`src/rtl/alu_vec_pkg.sv`:
```
// Shared constants for the Q7.8 vector ALU lane: opcodes, flag bit positions, widths.
package alu_vec_pkg;

   localparam int Q78_W    = 16;
   localparam int Q78_FRAC = 8;

   localparam logic [2:0] OP_MUL = 3'b000;
   localparam logic [2:0] OP_SUB = 3'b001;
   localparam logic [2:0] OP_ADD = 3'b010;
   localparam logic [2:0] OP_SET = 3'b111;

   localparam int FLG_V = 3;
   localparam int FLG_N = 2;
   localparam int FLG_Z = 1;
   localparam int FLG_C = 0;

endpackage

```
`src/rtl/alu_vec_aux_q78_mul.sv`:
```
// Combinational signed fixed-point multiply: truncated (floor) product plus range overflow.
module q78_mul
   import alu_vec_pkg::*;
#(
   parameter int W    = Q78_W,
   parameter int FRAC = Q78_FRAC
) (
   input  logic [W-1:0] a,
   input  logic [W-1:0] b,
   output logic [W-1:0] product,
   output logic         ovf
);

   logic signed [2*W-1:0] p;
   logic [FRAC-1:0]       unused_frac;
   logic [W-FRAC:0]       top_bits;

   assign p           = $signed(a) * $signed(b);
   assign product     = p[W+FRAC-1:FRAC];
   assign unused_frac = p[FRAC-1:0];
   // Bits above the kept window must all copy its sign bit, otherwise the value is out of range.
   assign top_bits    = p[2*W-1:W+FRAC-1];
   assign ovf         = !((&top_bits) || !(|top_bits));

endmodule

```
`src/rtl/alu_vec_aux.sv`:
```
// One Q7.8 vector ALU lane: MUL/SUB/ADD/SET with NZCV flags, registered with 1-cycle latency.
module alu_vec_aux
   import alu_vec_pkg::*;
#(
   parameter int W    = Q78_W,
   parameter int FRAC = Q78_FRAC
) (
   input  logic         clk,
   input  logic         rst_n,
   input  logic [W-1:0] data_a,
   input  logic [W-1:0] data_b,
   input  logic [W-1:0] data_c,
   input  logic [2:0]   opcode,
   input  logic         flag_scalar,
   input  logic [31:0]  instance_num,
   output logic [W-1:0] result,
   output logic [3:0]   flags
);

   logic [W-1:0] mul_p;
   logic         mul_v;
   logic [W:0]   add_s;
   logic [W:0]   sub_s;
   logic [W-1:0] nxt_result;
   logic [3:0]   nxt_flags;
   logic         lane_idle;

   q78_mul #(.W(W), .FRAC(FRAC)) u_mul (
      .a       (data_a),
      .b       (data_b),
      .product (mul_p),
      .ovf     (mul_v)
   );

   assign add_s     = {1'b0, data_a} + {1'b0, data_b};
   assign sub_s     = {1'b0, data_a} + {1'b0, ~data_b} + (W+1)'(1);
   assign lane_idle = flag_scalar && (instance_num != 32'd0);

   always_comb begin
      nxt_result = '0;
      nxt_flags  = '0;
      case (opcode)
         OP_MUL: begin
            nxt_result       = mul_p;
            nxt_flags[FLG_V] = mul_v;
         end
         OP_SUB: begin
            nxt_result       = sub_s[W-1:0];
            nxt_flags[FLG_C] = sub_s[W];
            nxt_flags[FLG_V] = (data_a[W-1] != data_b[W-1]) && (sub_s[W-1] != data_a[W-1]);
         end
         OP_ADD: begin
            nxt_result       = add_s[W-1:0];
            nxt_flags[FLG_C] = add_s[W];
            nxt_flags[FLG_V] = (data_a[W-1] == data_b[W-1]) && (add_s[W-1] != data_a[W-1]);
         end
         OP_SET: nxt_result = data_c;
         default: ;
      endcase
      if (opcode == OP_MUL || opcode == OP_SUB || opcode == OP_ADD || opcode == OP_SET) begin
         nxt_flags[FLG_N] = nxt_result[W-1];
         nxt_flags[FLG_Z] = (nxt_result == '0);
      end
      if (lane_idle) begin
         nxt_result = data_a;
         nxt_flags  = '0;
      end
   end

   always_ff @(posedge clk or negedge rst_n) begin
      if (!rst_n) begin
         result <= '0;
         flags  <= '0;
      end else begin
         result <= nxt_result;
         flags  <= nxt_flags;
      end
   end

endmodule

```
`config.mk`:
```
export PLATFORM = sky130hd
export DESIGN_NAME = alu_vec_aux
export DESIGN_NICKNAME = d
export VERILOG_FILES = /design/src/rtl/alu_vec_pkg.sv /design/src/rtl/alu_vec_aux_q78_mul.sv /design/src/rtl/alu_vec_aux.sv
export SDC_FILE = /design/constraint.sdc
export NUM_CORES = 1
export LEC_CHECK = 0
export CAP_MARGIN = 20
export CORE_UTILIZATION = 60
export DETAILED_ROUTE_END_ITERATION = 12
export GPL_TIMING_DRIVEN = 1
export PLACE_DENSITY = 0.9
export SYNTH_ARGS = -nofsm -noshare
export SYNTH_HDL_FRONTEND = slang
export SYNTH_SLANG_ARGS = --single-unit
export TNS_END_PERCENT = 10
```
`constraint.sdc`:
```
create_clock -name clk -period 1.4 [get_ports clk]
set_clock_uncertainty 0.2 [all_clocks]
set_input_delay 0.21 -clock clk [delete_from_list [all_inputs] [get_ports clk]]
set_output_delay 0.21 -clock clk [all_outputs]
set_load 0.02 [all_outputs]
```
==> reports/results.ini, run 1 <==
[global_route]
first_global_vias=19100
globalRouteTotalUtil=0.798
grt_start_max_net_pins=31
globalRoute.totalOverflow=332
grt_first_pass_wirelength_um=128000

[clock_network]
tritoncts.num_buffers=3
ctsHtreeMaxLevel=1
clk_path_buf_depth=2
clk_root_buffer_cell=sky130_fd_sc_hd__clkbuf_16
post_cts_hold_buffer_count=0
clkSinkCount=20

[logic_synthesis]
mappedNetlistNets=1896
synth-main-ff-cell=sky130_fd_sc_hd__dfrtp_1
synth_area_in_simple_gates=0.158
synth-warning-count=0
synth_area_mm2=0.0124
synth-seq-area-share=0.0403
synth_compound_area_frac=0.106
synthMuxAreaShare=0.00625
synth_cells=1435
yosysUniqueCellTypes=71
post_synth_xor_area_fraction=0.0289
synth-edff-count=0
seq_cells_post_synth=20
syn-mean-instance-area_um2=8.64
synth-async-reset-ratio=1.00
largest_family_of_logic_cells_by_synthesized_area=adder cells
synth-adder-area-share=0.537

[place]
placedCellCount=2024
place.port_buffers=105
place_worst_setup_slack_ns=-5.83
post-dp-hpwl_um=36600
detailed_place.area_mm2=0.0160
place_congestion=1.00

[floorplan]
floorplan.die.width_um=146
starting_utilization_of_the_core_area=0.613
floorplan.die.height_um=146
std_cell_rows=52
design.portCount=106

[outcome]
run.stop_error=[ERROR GRT-0116] Global routing finished with congestion. Check the congestion regions in the DRC Viewer.
run_status=did not finish
lastStage=global routing

==> logic make-up after synthesis <==
kind of cell             after synthesis
adder cells (fa/ha/maj)              375
AND/OR/NAND/NOR                      400
multiplexers                           7
flip-flops                            20
buffers and inverters                405
XOR/XNOR                              41
AO/OA/AOI/OAI                        187
==> routing by layer <==
metal | GRT usage | GRT overflow
met1 | 0.780 | 5
met3 | 0.662 | 7
met5 | 0.266 | 4
met4 | 0.824 | 114
met2 | 0.967 | 202
==> per-stage QoR <==
| stage | utilization | hold slack (ns) |
|---|---|---|
| 2_1_floorplan | - | -0.286 |
| 3_3_place_gp | 0.789 | 0.362 |
| 3_5_place_dp | 0.789 | 0.366 |
| 4_1_cts | 0.866 | 0.0960 |
==> what timing repair did <==
| item | in CTS |
|---|---|
| setup endpoints to repair | 40 |
| pin swaps | 149 |
| gates cloned | 6 |
| setup buffers | 71 |
| gates resized for setup | 329 |
==> synth_stat cells, types with 3 or more instances <==
cell / number / area [µm²]
sky130_fd_sc_hd__o21ba_2: 3 / 30.0
sky130_fd_sc_hd__nand2b_1: 9 / 56.3
sky130_fd_sc_hd__o21a_1: 3 / 22.5
sky130_fd_sc_hd__a21o_1: 12 / 90.1
sky130_fd_sc_hd__or2_2: 4 / 25.0
sky130_fd_sc_hd__nor4_1: 9 / 56.3
sky130_fd_sc_hd__a21oi_1: 49 / 245
sky130_fd_sc_hd__nor2b_1: 4 / 25.0
sky130_fd_sc_hd__and3_1: 4 / 25.0
sky130_fd_sc_hd__nand3_1: 17 / 85.1
sky130_fd_sc_hd__o31a_1: 3 / 26.3
sky130_fd_sc_hd__o31ai_1: 7 / 52.6
sky130_fd_sc_hd__fa_1: 263 / 5270
sky130_fd_sc_hd__xnor2_1: 32 / 280
sky130_fd_sc_hd__o21ai_0: 27 / 135
sky130_fd_sc_hd__a211oi_1: 7 / 52.6
sky130_fd_sc_hd__o22ai_1: 3 / 18.8
sky130_fd_sc_hd__xor2_1: 9 / 78.8
sky130_fd_sc_hd__a221o_1: 7 / 70.1
sky130_fd_sc_hd__clkbuf_1: 54 / 203
sky130_fd_sc_hd__nor2_1: 76 / 285
sky130_fd_sc_hd__o211ai_1: 3 / 22.5
sky130_fd_sc_hd__inv_1: 348 / 1310
sky130_fd_sc_hd__or3_1: 3 / 18.8
sky130_fd_sc_hd__ha_1: 112 / 1400
sky130_fd_sc_hd__a221oi_1: 4 / 35.0
sky130_fd_sc_hd__mux2_2: 6 / 67.6
sky130_fd_sc_hd__a22oi_1: 8 / 60.1
sky130_fd_sc_hd__nand2_1: 144 / 541
sky130_fd_sc_hd__dfrtp_1: 20 / 500
sky130_fd_sc_hd__o21bai_1: 6 / 45.0
sky130_fd_sc_hd__a31oi_1: 10 / 62.6
sky130_fd_sc_hd__nand4_1: 11 / 68.8
sky130_fd_sc_hd__nor3_1: 14 / 70.1
sky130_fd_sc_hd__a311oi_1: 3 / 26.3
sky130_fd_sc_hd__and2_1: 91 / 569
sky130_fd_sc_hd__o221ai_1: 6 / 52.6
==> run 2: changes to the inputs <==
CORE_UTILIZATION = 40   (was 60)
PLACE_DENSITY = not set   (was 0.9)
PLACE_DENSITY_LB_ADDON = 0.15   (was not set)
==> reports/results.ini, run 2 <==
[global_route]
grt_start_max_net_pins=31
globalRouteTotalUtil=0.282
grt_antenna_before_repair=1
globalRoute.totalOverflow=0
grt_first_pass_wirelength_um=67600
first_global_vias=12400

[setup_path]
path_delay_family=adder cells
cp_data_required_time_ns=1.33
critPathMaxStageDelay_ns=0.54
timing.critical_path.to_type=flop
critPathMostFrequentCell=sky130_fd_sc_hd__fa_1
category_of_the_worst_setup_path_launch_point=input pin
worstPathBufferInverterCount=9
worstPathMaxFanout=8
data_arrival_at_the_endpoint_of_the_critical_path_ns=6.09
crit_type=in -> reg
cell_with_the_biggest_individual_delay_on_the_critical_path=sky130_fd_sc_hd__fa_1

[timing]
fmax_mhz=162
tns_ns=-82.98
max_slew.worst_pin.slew_ns=0.580
setup-violations-final=20
rsz0062_at_grt=true
finalCritPeriodShare=4.40
final_hold_viol_count=0
finalMaxSlewViolations=0
fin_ws_ns=-4.77
max_slew_headroom_at_the_worst_pin=0.608
layout_min_cycle_time_ns=6.17

[min_path]
worst_hold_path_type=in -> async

[clock_network]
tritoncts.num_buffers=3  ; unchanged
clkSlewWorstSetupHoldPaths_ns=0.06
clk_path_buf_depth=2  ; unchanged
cts_tree=done
ctsHtreeMaxLevel=1  ; unchanged
post_cts_hold_buffer_count=0  ; unchanged
clk_root_buffer_cell=sky130_fd_sc_hd__clkbuf_16
clkSinkCount=20  ; unchanged

[floorplan]
starting_utilization_of_the_core_area=0.406  ; -0.208
floorplan.die.width_um=178  ; +22%
total_die_area_mm2=0.0317
std_cell_rows=64  ; +23%
floorplan.die.height_um=178  ; +22%
design.portCount=106  ; unchanged
core_area_mm2=0.0306

[run]
max_cap_violations=0

[finish]
max_flop_register=result
layout_top_registers=result: 16 flops, flags: 4 flops
register_area_um2=500
fillers=2710
multiInputGateArea_mm2=0.0112
layout_commonest_cell=sky130_fd_sc_hd__buf_4
finalNetCount=2343
post_route_cell_area_mm2=0.0183
largest_register_ff_count=16
flow.area_growth_from_synthesis_pct=47.2
drive_above_1_share=0.332
layout.cells.most_common_list=sky130_fd_sc_hd__buf_4, sky130_fd_sc_hd__inv_1, sky130_fd_sc_hd__fa_1
antenna-diode-count=0
post_layout_nonfiller_instances=2277

[logic_synthesis]
synth_top_cell_by_area=sky130_fd_sc_hd__fa_1
synth-adder-area-share=0.537  ; unchanged
cell_with_the_most_instances_after_synthesis=sky130_fd_sc_hd__inv_1
seq_cells_post_synth=20  ; unchanged
synth-async-reset-ratio=1.00  ; unchanged
largest_family_of_logic_cells_by_synthesized_area=adder cells
synth-main-ff-cell=sky130_fd_sc_hd__dfrtp_1
synth-warning-count=0  ; unchanged
synth_area_mm2=0.0124  ; unchanged
synth-seq-area-share=0.0403  ; unchanged
mappedNetlistNets=1896  ; unchanged
post_synth_xor_area_fraction=0.0289  ; unchanged
area_share_of_the_leading_cell_type_in_the_synthesized_netlist=0.424  ; unchanged
yosysUniqueCellTypes=71  ; unchanged
synth_compound_area_frac=0.106  ; unchanged
synthMuxAreaShare=0.00625  ; unchanged
netlist_top_cells_count=sky130_fd_sc_hd__inv_1, sky130_fd_sc_hd__fa_1, sky130_fd_sc_hd__nand2_1
synth-edff-count=0  ; unchanged
synth.top_cells.by_area=sky130_fd_sc_hd__fa_1, sky130_fd_sc_hd__ha_1, sky130_fd_sc_hd__inv_1, sky130_fd_sc_hd__and2_1, sky130_fd_sc_hd__nand2_1
synth_cells=1435  ; unchanged
synth_area_in_simple_gates=0.158  ; unchanged
syn-mean-instance-area_um2=8.64  ; unchanged

[place]
place.port_buffers=105  ; unchanged
post-dp-hpwl_um=34600  ; -5.5%
detailed_place.area_mm2=0.0164  ; +3.0%
placedCellCount=2192  ; +8.3%
place_congestion=0.900  ; -10%

[routing]
drt_first_iter_violations=565
drt-pass1-iter-count=7
detail_route.wirelength_um=42000
ant_nets=0
remaining_drc_errors=0
wl_per_cell_um=18.5
via_count=11400
routed_via_density=5.01

[outcome]
run_status=finished with violations
violations=setup timing

## run 2: cell counts after synthesis
Identical to the previous run, type by type.
## run 2: cell families after synthesis
kind of cell	count (synthesis)
buffers and inverters	405
and+or+nand+nor	400
adders and majority gates	375
AOI/OAI and AO/OA	187
xor gates and xnor gates	41
DFF	20
muxes	7
## run 2: final timing paths
path	slack, ns	end	startpoint	depth (start not counted)
min in group clk	0.28	result[7]$_DFF_PN0_	data_a[7]	4
setup / recovery	-4.77	flags[3]$_DFF_PN0_	data_a[15]	26
hold / removal	0.1	result[0]$_DFF_PN0_	rst_n	2
max in group asynchronous	0.76	flags[3]$_DFF_PN0_	rst_n	2
## run 2: metal layers
layer,GRT usage,share of wire,vias up
met5,0,0.00029,-
met4,0.0808,0.033,2
met3,0.0220,0.038,68
met2,0.498,0.51,276
met1,0.369,0.42,5726
li1,-,-,5335
## run 2: what timing repair did
item	4_1_cts	5_1_grt
setup buffers	67	6
pin swaps	166	85
endpoints found under the setup margin	40	21
gates cloned	9	0
hold endpoints to repair	0	0
resized for setup	351	51
## run 2: area by class of cell
| cell class | count | area share |
|---|---|---|
| multi-input cells | 1010 | 0.614 |
| repair buffers | 499 | 0.252 |
| clock buffers | 3 | 0.00411 |
| clock inverters | 1 | 0.00164 |
| well taps | 396 | 0.0271 |
| inverters | 348 | 0.0729 |
| flip-flops and latches | 20 | 0.0274 |
## run 2: per-stage QoR
stage | hold WS, ns | setup WS [ns] | util
floorplan | -0.286 | -4.52 | -
global placement | 0.371 | -5.55 | 0.537
detailed placement | 0.374 | -5.67 | 0.537
CTS | 0.100 | -4.76 | 0.590
global route | 0.107 | -4.94 | 0.597
finish | 0.100 | -4.77 | 0.597
Power of run 2 is not shown: default switching activity piles up to over one toggle a cycle in this logic, so the estimate is an artifact.
